## config.mk

```make
export PLATFORM = sky130hd
export DESIGN_NAME = load_store_unit
export DESIGN_NICKNAME = d
export VERILOG_FILES = /design/src/rtl/lsu_pkg.sv /design/src/rtl/lsu_lane.sv /design/src/rtl/load_store_unit.sv
export SDC_FILE = /design/constraint.sdc
export NUM_CORES = 1
export LEC_CHECK = 0
export ABC_AREA = 1
export CAP_MARGIN = 10
export CORE_MARGIN = 3
export CORE_UTILIZATION = 40
export DETAILED_ROUTE_END_ITERATION = 8
export HOLD_SLACK_MARGIN = 0.08
export PLACE_DENSITY = 0.78
export RECOVER_POWER = 25
export SYNTH_ARGS = -nofsm -noshare
export SYNTH_HDL_FRONTEND = slang
export SYNTH_SLANG_ARGS = --single-unit
```

## constraint.sdc

```tcl
create_clock -name clk -period 2.65 [get_ports clk]
set_input_delay 0.795 -clock clk [delete_from_list [all_inputs] [get_ports clk]]
set_output_delay 0.795 -clock clk [all_outputs]
set_load 0.01 [all_outputs]
```

## src/rtl/lsu_pkg.sv

```systemverilog
// Shared definitions for the load/store unit: RV32 size codes and FSM encoding.
// Latency: n/a (constants and a combinational helper only).
// Backpressure: n/a.
package lsu_pkg;

  localparam logic [2:0] LSU_B  = 3'b000;
  localparam logic [2:0] LSU_H  = 3'b001;
  localparam logic [2:0] LSU_W  = 3'b010;
  localparam logic [2:0] LSU_BU = 3'b100;
  localparam logic [2:0] LSU_HU = 3'b101;

  typedef enum logic [2:0] {
    ST_IDLE    = 3'd0,
    ST_RD_REQ  = 3'd1,
    ST_RD_WAIT = 3'd2,
    ST_WR_REQ  = 3'd3,
    ST_WR_WAIT = 3'd4
  } lsu_state_t;

  // Halfwords must be 2-byte aligned and words 4-byte aligned; bytes never trap.
  function automatic logic is_misaligned(input logic [2:0] funct3, input logic [1:0] byte_off);
    logic mis;
    mis = 1'b0;
    case (funct3)
      LSU_H, LSU_HU: mis = byte_off[0];
      LSU_W:         mis = (byte_off != 2'b00);
      default:       mis = 1'b0;
    endcase
    return mis;
  endfunction

endpackage

```

## src/rtl/lsu_lane.sv

```systemverilog
// Byte-lane steering: load extraction/extension and sub-word store merge.
// Latency: purely combinational.
// Backpressure: none; outputs follow inputs.
module lsu_lane
  import lsu_pkg::*;
(
  input  logic [2:0]  funct3,
  input  logic [1:0]  byte_off,
  input  logic [31:0] word_in,
  input  logic [31:0] store_data,
  output logic [31:0] load_data,
  output logic [31:0] merged_word
);

  logic [7:0]  byte_sel;
  logic [15:0] half_sel;

  // Pick the addressed byte/half out of the memory word and extend it for loads.
  always_comb begin
    byte_sel  = word_in[{byte_off, 3'b000} +: 8];
    half_sel  = byte_off[1] ? word_in[31:16] : word_in[15:0];
    load_data = word_in;
    case (funct3)
      LSU_B:   load_data = {{24{byte_sel[7]}}, byte_sel};
      LSU_BU:  load_data = {24'h0, byte_sel};
      LSU_H:   load_data = {{16{half_sel[15]}}, half_sel};
      LSU_HU:  load_data = {16'h0, half_sel};
      default: load_data = word_in;
    endcase
  end

  // Overlay the low store bits onto the addressed lane of the word just read.
  always_comb begin
    merged_word = word_in;
    case (funct3)
      LSU_B, LSU_BU: merged_word[{byte_off, 3'b000} +: 8] = store_data[7:0];
      LSU_H, LSU_HU: begin
        if (byte_off[1]) merged_word[31:16] = store_data[15:0];
        else             merged_word[15:0]  = store_data[15:0];
      end
      default:       merged_word = store_data;
    endcase
  end

endmodule

```

## src/rtl/load_store_unit.sv

```systemverilog
// Data-memory initiator: one load/store at a time, sub-word stores via read-modify-write.
// Latency: load/SW done 3 cycles after accept, SB/SH 5, misaligned 1; +1 per missing response.
// Backpressure: lsu_busy blocks new commands; WAIT states hold the strobe until response or timeout.
module load_store_unit
  import lsu_pkg::*;
#(
  parameter int TIMEOUT_CYCLES = 255
) (
  input  logic        clk,
  input  logic        rst_n,
  input  logic        lsu_req,
  input  logic        lsu_we,
  input  logic [2:0]  lsu_funct3,
  input  logic [31:0] lsu_addr,
  input  logic [31:0] lsu_wdata,
  output logic        lsu_busy,
  output logic        lsu_done,
  output logic [31:0] lsu_rdata,
  output logic        lsu_misaligned,
  output logic        lsu_error,
  output logic        memory_read,
  output logic        memory_write,
  output logic [31:0] address,
  output logic [31:0] write_data,
  input  logic [31:0] read_data,
  input  logic        response
);

  localparam logic [7:0] TIMEOUT_LAST = 8'(TIMEOUT_CYCLES - 1);

  lsu_state_t  state, state_nxt;
  logic        cmd_we;
  logic [2:0]  cmd_funct3;
  logic [1:0]  cmd_off;
  logic [31:0] cmd_wdata;
  logic [7:0]  wait_cnt;
  logic        accept, misaligned_req, word_store_req;
  logic        in_wait, timed_out, rd_hit, wr_hit;
  logic [31:0] lane_load, lane_merge;

  assign accept         = (state == ST_IDLE) && lsu_req;
  assign misaligned_req = is_misaligned(lsu_funct3, lsu_addr[1:0]);
  assign word_store_req = lsu_we && (lsu_funct3 == LSU_W);
  assign in_wait        = (state == ST_RD_WAIT) || (state == ST_WR_WAIT);
  assign timed_out      = in_wait && !response && (wait_cnt == TIMEOUT_LAST);
  assign rd_hit         = (state == ST_RD_WAIT) && response;
  assign wr_hit         = (state == ST_WR_WAIT) && response;

  lsu_lane u_lane (
    .funct3      (cmd_funct3),
    .byte_off    (cmd_off),
    .word_in     (read_data),
    .store_data  (cmd_wdata),
    .load_data   (lane_load),
    .merged_word (lane_merge)
  );

  // State register.
  always_ff @(posedge clk or negedge rst_n) begin
    if (!rst_n) state <= ST_IDLE;
    else        state <= state_nxt;
  end

  // Next state; response is only trusted in WAIT since it may echo the previous strobe.
  always_comb begin
    state_nxt = state;
    case (state)
      ST_IDLE: begin
        if (accept && !misaligned_req)
          state_nxt = word_store_req ? ST_WR_REQ : ST_RD_REQ;
      end
      ST_RD_REQ:  state_nxt = ST_RD_WAIT;
      ST_RD_WAIT: begin
        if (response)       state_nxt = cmd_we ? ST_WR_REQ : ST_IDLE;
        else if (timed_out) state_nxt = ST_IDLE;
      end
      ST_WR_REQ:  state_nxt = ST_WR_WAIT;
      ST_WR_WAIT: begin
        if (response || timed_out) state_nxt = ST_IDLE;
      end
      default:    state_nxt = ST_IDLE;
    endcase
  end

  // Strobes decode straight from state so an async reset drops them at once.
  always_comb begin
    memory_read  = (state == ST_RD_REQ) || (state == ST_RD_WAIT);
    memory_write = (state == ST_WR_REQ) || (state == ST_WR_WAIT);
    lsu_busy     = (state != ST_IDLE);
  end

  // WAIT-cycle counter, restarted by the REQ state preceding each WAIT.
  always_ff @(posedge clk or negedge rst_n) begin
    if (!rst_n)                                       wait_cnt <= 8'h0;
    else if (state == ST_RD_REQ || state == ST_WR_REQ) wait_cnt <= 8'h0;
    else if (in_wait)                                 wait_cnt <= wait_cnt + 8'h1;
  end

  // Command latch, word address and the word to be written.
  always_ff @(posedge clk or negedge rst_n) begin
    if (!rst_n) begin
      cmd_we     <= 1'b0;
      cmd_funct3 <= 3'b000;
      cmd_off    <= 2'b00;
      cmd_wdata  <= 32'h0;
      address    <= 32'h0;
      write_data <= 32'h0;
    end else if (accept) begin
      cmd_we     <= lsu_we;
      cmd_funct3 <= lsu_funct3;
      cmd_off    <= lsu_addr[1:0];
      cmd_wdata  <= lsu_wdata;
      address    <= {lsu_addr[31:2], 2'b00};
      if (word_store_req) write_data <= lsu_wdata;
    end else if (rd_hit && cmd_we) begin
      write_data <= lane_merge;
    end
  end

  // Completion pulse with status; load data is only replaced on a successful load.
  always_ff @(posedge clk or negedge rst_n) begin
    if (!rst_n) begin
      lsu_done       <= 1'b0;
      lsu_misaligned <= 1'b0;
      lsu_error      <= 1'b0;
      lsu_rdata      <= 32'h0;
    end else begin
      lsu_done       <= 1'b0;
      lsu_misaligned <= 1'b0;
      lsu_error      <= 1'b0;
      if (accept && misaligned_req) begin
        lsu_done       <= 1'b1;
        lsu_misaligned <= 1'b1;
      end
      if (rd_hit && !cmd_we) begin
        lsu_done  <= 1'b1;
        lsu_rdata <= lane_load;
      end
      if (wr_hit) lsu_done <= 1'b1;
      if (timed_out) begin
        lsu_done  <= 1'b1;
        lsu_error <= 1'b1;
      end
    end
  end

endmodule

```

Word-level counts from Yosys, hierarchy flattened:

Index checks and enable logic that the tools add are counted.

* word-level logic and storage cells: 85
* input port bits: 104
* register bits: 146
* output and inout port bits: 102

* equal/unequal tests: 15
* shift operators: 3
* add/sub/neg operators: 2
* reductions and logical operators: 29
* multiplexer cells: 24

Operator list (number)
* case mux 32 bit (4 select lines): 1
* 2-to-1 mux 32 bit: 3
* case mux 32 bit (2 select lines): 1
* 2-to-1 mux 16 bit: 3
* bitwise mux 32 bit: 1
* variable shift 8 x 7 -> 32 bit, first input constant: 1
* indexed part select 32 x 6 -> 8 bit: 1
* indexed part select 8 x 7 -> 32 bit: 1
* 2-to-1 mux 8 bit: 2
* case mux 3 bit (5 select lines): 1
* == test 3 bit, second input constant: 4
* 2-to-1 mux 3 bit: 4
* logical AND 1 bit: 10
* == test 3 x 1 -> 1 bit, second input constant: 3
* == test 3 x 2 -> 1 bit, second input constant: 3
* adder 8 x 1 -> 8 bit, second input constant: 1
* == test 8 bit, second input constant: 1
* negation 5 -> 7 bit: 1
* zero test 3 bit: 2
* != test 2 x 1 -> 1 bit, second input constant: 3
* nonzero test 2 bit: 3
* OR reduction 2 bit: 3
* logical OR 1 bit: 5
* 2-to-1 mux 1 bit: 5
* 7 further kinds: 10

Depth between registers and ports, before layout:

Gate-level depths: netlist of the first run.

* depth in word-level cells: 8
* depth in mapped cells: 14
* gate-level depth less buffers: 11

Modules after synthesis:

A second synthesis of the first run with hierarchy kept.

* cells, all modules: 1206
* area, all modules: 8294.2 um^2

Modules (own cells, without submodules)
* load_store_unit: instances 1, seq. area each 3653.5 um^2, cells each 747, area each 6169.7 um^2
* lsu_lane: instances 1, seq. area each 0.0 um^2, cells each 459, area each 2124.5 um^2

Worst setup path after synthesis of the first run:

OpenSTA, ideal clock, no wires.

* path kind: register -> register
* start point: register cmd_off[1]
* end point: register write_data[16]
* clock period less this slack: 1.995 ns
* arrival: 1.917 ns
* path buffers: 3
* stages on the path, launching flop included: 14
* library setup time: 0.077 ns
* slack: 0.655 ns
* required time: 2.573 ns
* path through: dfrtp_1 -> buf_2 -> inv_1 -> buf_2 -> ha_1 -> buf_2 -> inv_2 -> nor2_1 -> nand2_1 -> nand2_1 -> nand2_1 -> nand3_1 -> nand2_1 -> a21oi_1

* word-level cells in the longest chain between the ends: 6
* elaborated cells on any way between the ends: 8
* those cells by class: add/sub (1); shift (2); mux (5)

RTL lines
* from (decl): RTL line load_store_unit.sv:34 `logic [1:0] cmd_off;`
* from (signal assigned): RTL line load_store_unit.sv:111 `cmd_off <= lsu_addr[1:0];`
* negation 5 -> 7 bit: RTL line lsu_lane.sv:36 `LSU_B, LSU_BU: merged_word[{byte_off, 3'b000} +: 8] = store_data[7:0];`
* indexed part select 8 x 7 -> 32 bit or variable shift 8 x 7 -> 32 bit (tied branches): RTL line lsu_lane.sv:36
* bitwise mux 32 bit: RTL line lsu_lane.sv:36
* case mux 32 bit (2 select lines) (*): RTL line lsu_lane.sv:35 `case (funct3)`
* 2-to-1 mux 32 bit (*): RTL line load_store_unit.sv:115 `end else if (rd_hit && cmd_we) begin`
* 2-to-1 mux 32 bit (*): RTL line load_store_unit.sv:108 `end else if (accept) begin`
* to (signal assigned): RTL line load_store_unit.sv:114 `if (word_store_req) write_data <= lsu_wdata;`
* to (signal assigned): RTL line load_store_unit.sv:116 `write_data <= lane_merge;`
* to (decl): RTL line load_store_unit.sv:24 `output logic [31:0] write_data,`

Every way passes the cells marked *; elsewhere a longest branch is shown, timed or not. The select of a mux whose other input is x is not followed.
A chain may end at the register's enable or synchronous reset.

Worst setup path after layout of the first run:

* start point: register state[2]
* end point: output memory_read

* word-level cells in the longest chain between the ends: 2
* elaborated cells on any way between the ends: 3
* those cells by class: eq/ne (2); reduce/logical (1)

RTL lines
* from (decl): RTL line load_store_unit.sv:31 `lsu_state_t state, state_nxt;`
* from (signal assigned): RTL line load_store_unit.sv:61 `else state <= state_nxt;`
* == test 3 x 1 -> 1 bit or == test 3 x 2 -> 1 bit (tied branches): RTL line load_store_unit.sv:87 `memory_read = (state == ST_RD_REQ) || (state == ST_RD_WAIT);`
* logical OR 1 bit (*): RTL line load_store_unit.sv:87
* to (decl): RTL line load_store_unit.sv:21 `output logic memory_read,`

Every way passes the cells marked *; elsewhere a longest branch is shown, timed or not.

==> results.py, run 1 <==
metrics = {
    "run_status": {
        "status": "complete, no violations",
    },
    "logic_synthesis": {
        "netlist_area_sq_um": 8600,
        "yosys_register_bits": 146,
        "synth_area_per_cell_sq_um": 6.77,
        "synthDistinctLibCells": 36,
        "seq_area_frac_synth_pct": 42.5,
        "syn-instance-count": 1270,
        "yosys_warnings": 0,
    },
    "floorplan": {
        "initial_core_util_pct": 41.5,
        "ios": 206,
        "core-area_sq_um": 20700,
        "die_w_microns": 153,
        "die_area_sq_um": 23300,
        "core.rowCount": 52,
        "dieHeight_microns": 153,
    },
    "sta": {
        "skew_ns": 0.00744,
        "max_freq_ghz": 0.390,
        "finalHoldViolCount": 0,
        "min_period_ns": 2.57,
        "relSlewSlack_pct": 18.3,
        "fin_crit_sh_pct": 96.9,
        "setup_viol": 0,
        "slew_violations": 0,
        "worst_slew_pin_slew_ns": 1.22,
    },
    "final_layout": {
        "final_common_cell": "nand2_1",
        "num-nets-final": 1566,
        "fin_cells": 1738,
        "stdcell_area_sq_um": 11500,
        "layout_common_cells": "nand2_1 (497), clkdlybuf4s50_1 (202), dfrtp_1 (144)",
        "drive_gt1_share_pct": 5.79,
        "postLayoutCoreUtil_pct": 55.5,
        "n_fill_cell": 1958,
        "area_growth_pct": 33.5,
        "n_antenna_cell": 0,
    },
    "routing": {
        "drc_errors": 0,
        "firstDrtPassIters": 6,
        "drt_iter0_markers": 842,
        "final_antenna_net_count": 0,
        "drt_wl_total_microns": 27000,
        "wl_per_cell_microns": 15.5,
        "via_count": 8856,
        "viasPerCell": 5.10,
    },
    "clock_network": {
        "h-tree-depth": 4,
        "cts_tree": "built",
        "clk_pin_slew_ns": 0.06,
        "cts_root_buffer": "clkbuf_16",
        "clock_latency_ns": 0.44,
        "cts_buffer_depth": 2,
        "cts.sinks": 146,
        "cts_made_buffers": 17,
    },
    "pwr": {
        "p_leak_nw": 5.82,
        "switching_share_pct": 43.4,
        "combPwrFrac_pct": 53.1,
        "clock_power_share_pct": 18.2,
        "seqPwrFrac_pct": 28.7,
        "irDropWorstVdd_mv": 0.623,
        "powerDensity_nw_per_um2": 1200,
        "p_int_mw": 7.78,
        "switchingPower_mw": 5.98,
        "power.total_mw": 13.8,
    },
    "critical_path": {
        "critPathLaunchType": "flop",
        "required_ns": 1.86,
        "worstSetupEndpointType": "primary output",
        "critPathKind": "reg -> out",
        "path_max_fanout": 4,
        "cp.arrival_ns": 1.77,
    },
    "placement": {
        "portBuffers": 203,
        "dpl.hpwl_microns": 20000,
        "placed_cells": 1706,
        "gp_congestion": 0.977,
        "dpl_cell_area_sq_um": 10900,
    },
    "global_routing": {
        "grt_max_degree": 66,
        "grt_antenna_before_repair": 0,
        "track_usage_pct": 23.1,
        "grt_remaining_overflow": 0,
        "grt_pass1_wl_microns": 44200,
        "grt_pass1_vias": 8645,
    },
    "job": {
        "cap_violations": 0,
    },
    "min_path": {
        "holdCritPathClass": "reg -> reg",
    },
}
Yosys cell counts:
master / count / area [sq um]
a21oi_1: 86 / 430
or2_1: 3 / 18.8
buf_1: 1 / 3.75
xor2_1: 1 / 8.76
nand3_2: 2 / 20.0
buf_2: 36 / 180
nor3_1: 8 / 40.0
ha_1: 7 / 87.6
conb_1: 1 / 3.75
nand4_2: 1 / 12.5
nor3_4: 1 / 16.3
buf_6: 3 / 33.8
dfrtp_1: 146 / 3650
and2_4: 1 / 8.76
nand4_1: 13 / 81.3
inv_1: 138 / 518
a31oi_1: 7 / 43.8
or2_2: 2 / 12.5
clkinv_1: 1 / 3.75
nor2_8: 1 / 20.0
nand3b_1: 1 / 7.51
nor2_4: 1 / 11.3
nor2_2: 2 / 12.5
or2_0: 11 / 68.8
clkbuf_1: 19 / 71.3
o211ai_1: 18 / 135
o21ai_1: 5 / 25.0
inv_2: 6 / 22.5
nand2_1: 497 / 1870
o21ai_0: 44 / 220
nand3_1: 77 / 385
buf_4: 9 / 67.6
nand2_4: 1 / 11.3
nor2_1: 107 / 402
o21bai_1: 9 / 67.6
nand2_2: 4 / 25.0
sequential cells by signal, indices dropped and copies added, names as in the netlist:
name / cells
lsu_done: 1
cmd_we: 1
lsu_error: 1
cmd_off: 2
cmd_funct3: 3
lsu_rdata: 32
address: 30
write_data: 32
state: 3
wait_cnt: 8
cmd_wdata: 32
lsu_misaligned: 1
logic make-up (layout without fill, tap and decap cells):
group | count (synthesis) | count (layout) | synth area share (%)
simple gates | 733 | 733 | 35.1
buf+inv | 213 | 410 | 10.5
compound gates | 169 | 169 | 10.7
flops | 146 | 146 | 42.5
fa+ha+maj | 7 | 7 | 1.02
other cells | 1 | 2 | 0.0436
xor+xnor | 1 | 1 | 0.102
metal layers:
layer / up-vias / wire (microns) / track usage [%]
met5: - / 0 / 0
li1: 4328 / - / -
met3: 53 / 2920 / 8.78
met2: 423 / 12500 / 37.4
met4: 0 / 574 / 6.07
met1: 4052 / 11100 / 29.3
power groups by stage:
stage          combinational (mW)  clock [mW]  sequential [mW]
2_1_floorplan                4.12           0             4.14
3_3_place_gp                 7.10           0             3.94
3_5_place_dp                 7.24           0             3.95
4_1_cts                      7.29        2.53             3.94
5_1_grt                      8.15        2.64             4.07
6_report                     7.31        2.50             3.95
worst paths after layout:
| check | startpoint | end | slack [ns] | cells past startpoint |
|---|---|---|---|---|
| max in group asynchronous | rst_n | address[17] | 0.46 | 2 |
| min reg2reg | address[26] | address[26] | 0.47 | 2 |
| min | address[26] | address[26] | 0.47 | 2 |
| min in group asynchronous | rst_n | lsu_rdata[28] | 0.61 | 1 |
| max | state[2] | memory_read | 0.08 | 4 |
| max reg2reg | cmd_off[1] | write_data[20] | 0.41 | 11 |
timing repair:
item / 4_1_cts / 5_1_grt
hold buffers: 0 / 0
endpoints found under the setup margin: 0 / 2
hold endpoints to repair: 0 / 0
setup buffers: 0 / 0
gates resized for setup: 0 / 3
through the flow:
stage                     hold slack, ns  setup slack [ns]  setup TNS (ns)
after floorplan                    0.453             0.655               0
after global placement             0.452             0.258               0
after detailed placement           0.461             0.232               0
after CTS                          0.313            0.0298               0
after global routing               0.487          -0.00332        -0.00332
final                              0.469            0.0833               0
worst max-delay path, cell delays in order (launching register included):
cell and delay [ns]:
dfrtp_2 0.46, nor2_4 0.14, nand2_1 0.11, nand2_1 0.09, clkdlybuf4s50_1 0.53
cell type report:
cell class / instances / area, sq um / area share (%)
multi-input cells: 912 / 4060 / 35.4
well taps: 270 / 338 / 2.94
clock buffers: 20 / 447 / 3.89
clock inverters: 12 / 156 / 1.36
inverters: 145 / 544 / 4.74
flip-flops and latches: 146 / 3660 / 31.9
repair buffers: 233 / 2270 / 19.8
(Power assumes the default switching activity.)
==> run 2, diff against run 1 <==
- SLEW_MARGIN: default -> 20
==> results of run 2 <==
No change in the layout: final DEF, timing and power equal those of run 1.
